$ cat src/rtl/hazard_ctrl.sv
// -----------------------------------------------------------------------------
// hazard_ctrl
//
// Pipeline hazard controller for the 5-stage MIPS core. Detects load-use,
// branch-operand and HI/LO (mult/div) occupancy hazards and drives the PC,
// IF/ID hold and ID/EX bubble controls. A small two-state tracker counts down
// the EX occupancy of one multi-cycle mult/div.
//
// Parameters
//   REG_AW     register-address width (default 5)
//   MD_CYCLES  mult/div occupancy in cycles, 1..255 (default 32)
//
// Ports
//   clk, rst             clock; asynchronous active-high reset
//   rs_id, rt_id         source fields of the ID instruction
//   use_rs_id, use_rt_id ID instruction actually reads rs / rt
//   branch_id            ID instruction is a branch resolved in ID
//   md_use_id            ID instruction touches HI/LO or the md unit
//   regwr_ex, memrd_ex   EX instruction writes a register / is a load
//   wreg_ex              EX destination register
//   memrd_mem, wreg_mem  MEM instruction is a load / its destination
//   md_start_ex          a mult/div is valid in EX this cycle
//   stall_if             hold the PC
//   stall_id             hold the IF/ID register
//   flush_ex             clear ID/EX (insert bubble)
//   md_busy              HI/LO unit occupied (registered)
//   stall_cycles         (HAZ_PERF_CNT_EN only) saturating count of stall cycles
//
// Optional feature: define HAZ_PERF_CNT_EN to add the stall_cycles counter.
// -----------------------------------------------------------------------------
module hazard_ctrl #(
    parameter int REG_AW    = 5,
    parameter int MD_CYCLES = 32
) (
    input  logic              clk,
    input  logic              rst,
    input  logic [REG_AW-1:0] rs_id,
    input  logic [REG_AW-1:0] rt_id,
    input  logic              use_rs_id,
    input  logic              use_rt_id,
    input  logic              branch_id,
    input  logic              md_use_id,
    input  logic              regwr_ex,
    input  logic              memrd_ex,
    input  logic [REG_AW-1:0] wreg_ex,
    input  logic              memrd_mem,
    input  logic [REG_AW-1:0] wreg_mem,
    input  logic              md_start_ex,
    output logic              stall_if,
    output logic              stall_id,
    output logic              flush_ex,
    output logic              md_busy
`ifdef HAZ_PERF_CNT_EN
    ,
    output logic [31:0]       stall_cycles
`endif
);

    localparam int CW = $clog2(MD_CYCLES + 1);
    localparam logic [CW-1:0] MD_LOAD = CW'(MD_CYCLES);

    typedef enum logic {
        MD_IDLE = 1'b0,
        MD_BUSY = 1'b1
    } md_state_t;

    md_state_t     state, state_nxt;
    logic [CW-1:0] md_cnt, md_cnt_nxt;

    logic hit_ex, hit_mem;
    logic lw_stall, br_stall, md_stall, stall;

    // Source match against a destination; $0 is never a hazard source.
    function automatic logic hit(input logic [REG_AW-1:0] w,
                                 input logic [REG_AW-1:0] rs,
                                 input logic [REG_AW-1:0] rt,
                                 input logic              urs,
                                 input logic              urt);
        return (w != '0) && ((urs && (rs == w)) || (urt && (rt == w)));
    endfunction

    assign hit_ex  = hit(wreg_ex,  rs_id, rt_id, use_rs_id, use_rt_id);
    assign hit_mem = hit(wreg_mem, rs_id, rt_id, use_rs_id, use_rt_id);

    assign lw_stall = memrd_ex & regwr_ex & hit_ex;
    // ALU results in MEM are forwarded to the ID comparator; only a load in
    // MEM (data not yet back) holds a branch.
    assign br_stall = branch_id & ((regwr_ex & hit_ex) | (memrd_mem & hit_mem));
    // A starting mult/div already occupies HI/LO for a dependant in ID.
    assign md_stall = md_use_id & (md_busy | md_start_ex);

    assign stall    = lw_stall | br_stall | md_stall;
    assign stall_if = stall & ~rst;
    assign stall_id = stall & ~rst;
    assign flush_ex = stall & ~rst;

    // md occupancy tracker: state register
    always_ff @(posedge clk or posedge rst) begin
        if (rst) begin
            state  <= MD_IDLE;
            md_cnt <= '0;
        end else begin
            state  <= state_nxt;
            md_cnt <= md_cnt_nxt;
        end
    end

    // md occupancy tracker: next state. A start seen while BUSY (including the
    // final 1->0 cycle) is dropped; the ID-side stall prevents that in
    // well-formed code.
    always_comb begin
        state_nxt  = state;
        md_cnt_nxt = md_cnt;
        case (state)
            MD_IDLE: begin
                if (md_start_ex) begin
                    md_cnt_nxt = MD_LOAD;
                    state_nxt  = MD_BUSY;
                end
            end
            MD_BUSY: begin
                md_cnt_nxt = md_cnt - CW'(1);
                if (md_cnt == CW'(1))
                    state_nxt = MD_IDLE;
            end
            default: begin
                state_nxt  = MD_IDLE;
                md_cnt_nxt = '0;
            end
        endcase
    end

    assign md_busy = (state == MD_BUSY);

`ifdef HAZ_PERF_CNT_EN
    always_ff @(posedge clk or posedge rst) begin
        if (rst)
            stall_cycles <= '0;
        else if (stall_if && (stall_cycles != 32'hFFFF_FFFF))
            stall_cycles <= stall_cycles + 32'd1;
    end
`endif

endmodule

$ cat config.mk
export PLATFORM = sky130hd
export DESIGN_NAME = hazard_ctrl
export DESIGN_NICKNAME = d
export VERILOG_FILES = /design/src/rtl/hazard_ctrl.sv
export SDC_FILE = /design/constraint.sdc
export NUM_CORES = 1
export LEC_CHECK = 0
export BUFFER_PORTS_ARGS = -buffer_cell sky130_fd_sc_hd__clkbuf_2
export CORE_MARGIN = 2
export CORE_UTILIZATION = 39
export CTS_CLUSTER_DIAMETER = 100
export DETAILED_ROUTE_END_ITERATION = 8
export GPL_TIMING_DRIVEN = 0
export PLACE_DENSITY_LB_ADDON = 0.12
export SYNTH_ARGS = -nofsm -noshare
export SYNTH_HDL_FRONTEND = slang
export SYNTH_SLANG_ARGS = --single-unit
$ cat constraint.sdc
create_clock -name clk -period 1.8 [get_ports clk]
set_input_delay 0.36 -clock clk [delete_from_list [all_inputs] [get_ports clk]]
set_output_delay 0.36 -clock clk [all_outputs]
set_load 0.01 [all_outputs]
After elaboration in Yosys (flattened, before gate mapping):

Index checks and enable logic that the tools add are counted.

* flip-flop bits (word level): 7
* latch bits: 0
* memory bits (writable): 0
* bits in read-only memories: 0
* input port bits: 30
* output and inout bits: 4
* logic and storage cells: 37
* memories: 0

* add/sub/neg operators: 1
* $mul: 0
* divide/modulo/power cells: 0
* order comparisons: 0
* equality and inequality tests: 6
* shift operators: 0
* mux-type cells: 5
* bitwise logic cells: 13
* reductions and logical operators: 10

Operators by type and width (count)
* $eq A5 B5 Y1: 4
* $pmux W6 S2: 1
* $reduce_bool A5 Y1: 2
* $and A1 B1 Y1: 7
* $eq A6 B1 Y1 const B: 1
* $logic_and A1 B1 Y1: 6
* $mux W6: 1
* $sub A6 B1 Y6 const B: 1
* $or A1 B1 Y1: 4
* $logic_or A1 B1 Y1: 2
* $mux W1: 2
* $ne A2 B2 Y1 const B: 1
* $not A1 Y1: 2
* $pmux W1 S2: 1

Depth between registers and ports, before layout:

* depth in word-level cells: 10
* gate-level depth with buffers: 6
* mapped depth without buffers: 6

Worst setup path after synthesis:

Ideal clock, no wire load.

* path type: in2out
* start: input port wreg_mem[1]
* end: output port stall_id
* arrival time: 1.635 ns
* setup slack: -0.195 ns
* stages: 5
* cells stage by stage: or4_1 > o2111ai_1 > a21oi_1 > or3_1 > buf_4

* word-level cells in the longest chain between the ends: 10
* elaborated cells on any way between the ends: 13

Ends and longest elaborated chain
* from (decl): line 47 `input logic [REG_AW-1:0] wreg_mem,`
* $eq A5 B5 Y1: line 79 `return (w != '0) && ((urs && (rs == w)) || (urt && (rt == w)));`
* $logic_and A1 B1 Y1: line 79
* $logic_or A1 B1 Y1: line 79
* $logic_and A1 B1 Y1 *: line 79
* $and A1 B1 Y1 *: line 88 `assign br_stall = branch_id & ((regwr_ex & hit_ex) | (memrd_mem & hit_mem));`
* $or A1 B1 Y1 *: line 88
* $and A1 B1 Y1 *: line 88
* $or A1 B1 Y1 * (2 in a row): line 92 `assign stall = lw_stall | br_stall | md_stall;`
* $and A1 B1 Y1 *
* to (decl): line 50 `output logic stall_id,`

Mark *: on every way between the ends. The rest lies on a longest branch, timed or not.

Worst setup path in the final report:

* start: input port wreg_mem[1]
* end: output port stall_if

* word-level cells in the longest chain between the ends: 10
* elaborated cells on any way between the ends: 13

Ends and longest elaborated chain
* $eq A5 B5 Y1: line 79
* $logic_and A1 B1 Y1: line 79
* $logic_or A1 B1 Y1: line 79
* $logic_and A1 B1 Y1 *: line 79
* $and A1 B1 Y1 *: line 88
* $or A1 B1 Y1 *: line 88
* $and A1 B1 Y1 *: line 88
* $or A1 B1 Y1 * (2 in a row): line 92
* $and A1 B1 Y1 *: line 93 `assign stall_if = stall & ~rst;`
* to (decl): line 49 `output logic stall_if,`

Marks and branches as above.

==> impl_metrics.py <==
metrics = {
    "clock_network": {
        "cts_buffers": 3,
        "clk_path_buf_depth": 2,
        "cts_sinks": 7,
        "hold_buffers": 0,
        "insertion_delay_ns": 0.26,
        "cts_tree": "yes",
        "clkTransAtPathRegs_ns": 0.06,
        "htreeDepth": 1,
        "cts-root-buf": "clkbuf_4",
    },
    "run": {
        "drv_cap": 0,
    },
    "critical_path": {
        "rr_startpoint": "md_busy",
        "crit_arrival_ns": 1.81,
        "ff2ff_path_depth": 6,
        "critPathKind": "primary input to primary output",
        "r2r_end": "md_cnt[5]",
        "r2r_slack_ns": 0.27,
        "start_kind": "primary input",
        "crit_required_ns": 1.44,
        "cp_max_fo": 3,
        "end_kind": "primary output",
    },
    "pwr": {
        "p_per_area_mw_per_mm2": 906,
        "seqPwrFrac_pct": 35.2,
        "clockPowerShare_pct": 17.9,
        "sw_frac_of_total_pct": 37.6,
        "combPwrFrac_pct": 46.9,
        "leakage_nw": 0.440,
        "power.internal_uw": 523,
        "p_sw_uw": 316,
        "ir_drop_mv": 0.788,
    },
    "floorplan": {
        "rows": 14,
        "die-height_um": 44.8,
        "pin_count": 34,
        "start_util_pct": 42.2,
        "fp.dieArea_mm2": 0.00201,
        "die_x_um": 44.8,
        "coreArea_mm2": 0.00154,
    },
    "finish": {
        "fin_util_pct": 60.1,
        "area_growth_pct": 42.3,
        "final_nets": 146,
        "drive_gt1_share_pct": 41.6,
        "antenna_cells": 0,
        "final_cell_mix": "clkbuf_2, xor2_1, dfrtp_1, inv_1, xnor2_1",
        "instances_no_fill": 129,
        "final_common_cell": "clkbuf_2",
        "multiInputGateArea_um2": 467,
        "fill_cells": 146,
        "seq_area_um2": 175,
    },
    "logic_synthesis": {
        "synth_cell_types": 25,
        "postSynthCellCount": 75,
        "yosys-top-cells-area": "dfrtp_1, xor2_1, xnor2_1",
        "synth_warnings": 0,
        "synth_top_area_share_pct": 26.9,
        "syn_nets": 107,
        "syn_area_per_cell_um2": 8.67,
        "yosysTopAreaCell": "dfrtp_1",
        "seq_area_frac_synth_pct": 26.9,
        "synth.cell_area_um2": 651,
        "ys_ff_latch": 7,
    },
    "sta": {
        "setup_slack_ns": -0.366,
        "setup_tns_ns": -0.972,
        "fmax_ghz": 0.462,
        "drv_slew": 0,
        "skew_ns": 0.00684,
        "setup_viol_count_final": 3,
        "layout_min_cycle_time_ns": 2.17,
        "fin_crit_sh_pct": 120,
        "tightestPinTransition_ns": 0.351,
        "hold_viol_final": 0,
        "grt_setup_unrepaired": "true",
        "slew_headroom_pct": 76.6,
    },
    "route": {
        "drc": 0,
        "vias_per_cell": 5.29,
        "antenna_left": 0,
        "route.vias.total": 682,
        "drtIter0Drc": 12,
        "dr.pass1.iters": 4,
        "routed_wl_um": 1680,
        "wire_per_inst_um": 13.0,
    },
    "place": {
        "dp.cells": 124,
        "hpwl_um": 1330,
        "gp_congestion": 0.825,
        "portBuffers": 33,
    },
    "worst_hold_path": {
        "min_path_type": "primary input to async pin",
    },
    "global_routing": {
        "globalRoute.totalOverflow": 0,
        "grt_use_met1_pct": 26.2,
        "grt_max_degree": 11,
        "grt_busiest_layer": "met2",
        "grt_pass1_vias": 610,
        "grtUsageMet3_pct": 7.60,
        "grt_usage_pct": 19.4,
        "grt_antenna_before_repair": 0,
        "globalRouteMet2Util_pct": 29.3,
        "grt_pass1_wl_um": 2730,
    },
    "run_status": {
        "violations": "negative setup slack",
        "status": "complete, but fails checks",
    },
}
[repair_timing]
item	in CTS	in global routing
setup endpoints to repair	3	3
gates resized for setup	6	7
setup buffers	1	0
[registers in the layout, summed over array words and instances (netlist names)]
name	flops
md_busy	1
md_cnt	6
[through the flow]
stage,instance area [um2],total power [mW],hold slack (ns),setup slack [ns]
2_1_floorplan,656,0.555,0.180,-0.156
3_3_place_gp,841,0.657,0.326,-0.402
3_5_place_dp,841,0.676,0.324,-0.398
5_1_grt,926,0.926,0.0595,-0.407
4_1_cts,906,0.844,0.0622,-0.380
6_report,926,0.839,0.0482,-0.366
[cells in the mapped netlist]
cell type,n
a21oi_1,4
a221oi_1,1
a31oi_1,1
buf_2,1
buf_4,2
dfrtp_1,7
ha_1,2
inv_1,5
mux2_2,1
mux2i_1,1
nand2b_1,3
nand3_1,4
nor2_1,3
nor3_1,4
nor3b_1,1
nor4_1,4
o2111ai_1,1
o211ai_1,1
o21a_1,1
o21ai_0,2
o31ai_1,2
or3_1,2
or4_1,1
xnor2_1,5
xor2_1,16
[kinds of logic after synthesis]
family | after synthesis | share of synthesized area, %
AND/OR/NAND/NOR | 22 | 18.8
adder cells (fa/ha/maj) | 2 | 3.85
AO/OA/AOI/OAI | 13 | 12.9
flip-flops | 7 | 26.9
buffers and inverters | 8 | 5.96
multiplexers | 2 | 3.27
XOR/XNOR | 21 | 28.3
[power by group through the flow]
| stage | Sequential (mW) | Combinational [mW] | Clock [mW] |
|---|---|---|---|
| final | 0.296 | 0.393 | 0.150 |
| after global routing | 0.310 | 0.452 | 0.164 |
| after CTS | 0.295 | 0.394 | 0.154 |
| after detailed placement | 0.296 | 0.380 | 0 |
| after global placement | 0.295 | 0.362 | 0 |
| after floorplan | 0.285 | 0.269 | 0 |
[metal layers]
| layer | vias up | wire length, um |
|---|---|---|
| met4 | 0 | 0 |
| met5 | - | 0 |
| met2 | 24 | 811 |
| met3 | 0 | 111 |
| li1 | 340 | - |
| met1 | 318 | 759 |
[final cells by class]
type / instances / area share (%)
well taps: 16 / 2.16
repair buffers: 34 / 21.1
clock buffers: 4 / 2.84
plain buffers: 3 / 2.57
multi-input cells: 60 / 50.4
flip-flops and latches: 7 / 18.9
inverters: 5 / 2.03
[worst max-delay path: stages]
cell       delay (ns)
buf_8            0.09
or4_4            0.53
o2111ai_2        0.17
a21oi_1          0.06
or3_4            0.34
buf_4            0.14
clkbuf_2         0.11
[worst max path at each step]
stage	start	endpoint	slack, ns	cells past startpoint
5_1_grt	wreg_mem[1]	stall_if	-0.41	7
6_report	wreg_mem[1]	stall_if	-0.37	7
3_5_place_dp	wreg_mem[1]	stall_if	-0.40	7
2_1_floorplan	wreg_mem[1]	stall_id	-0.16	5
4_1_cts	wreg_mem[1]	stall_if	-0.38	7
3_3_place_gp	wreg_mem[1]	stall_id	-0.40	7
Note: power is estimated with default switching activity, not from simulation.
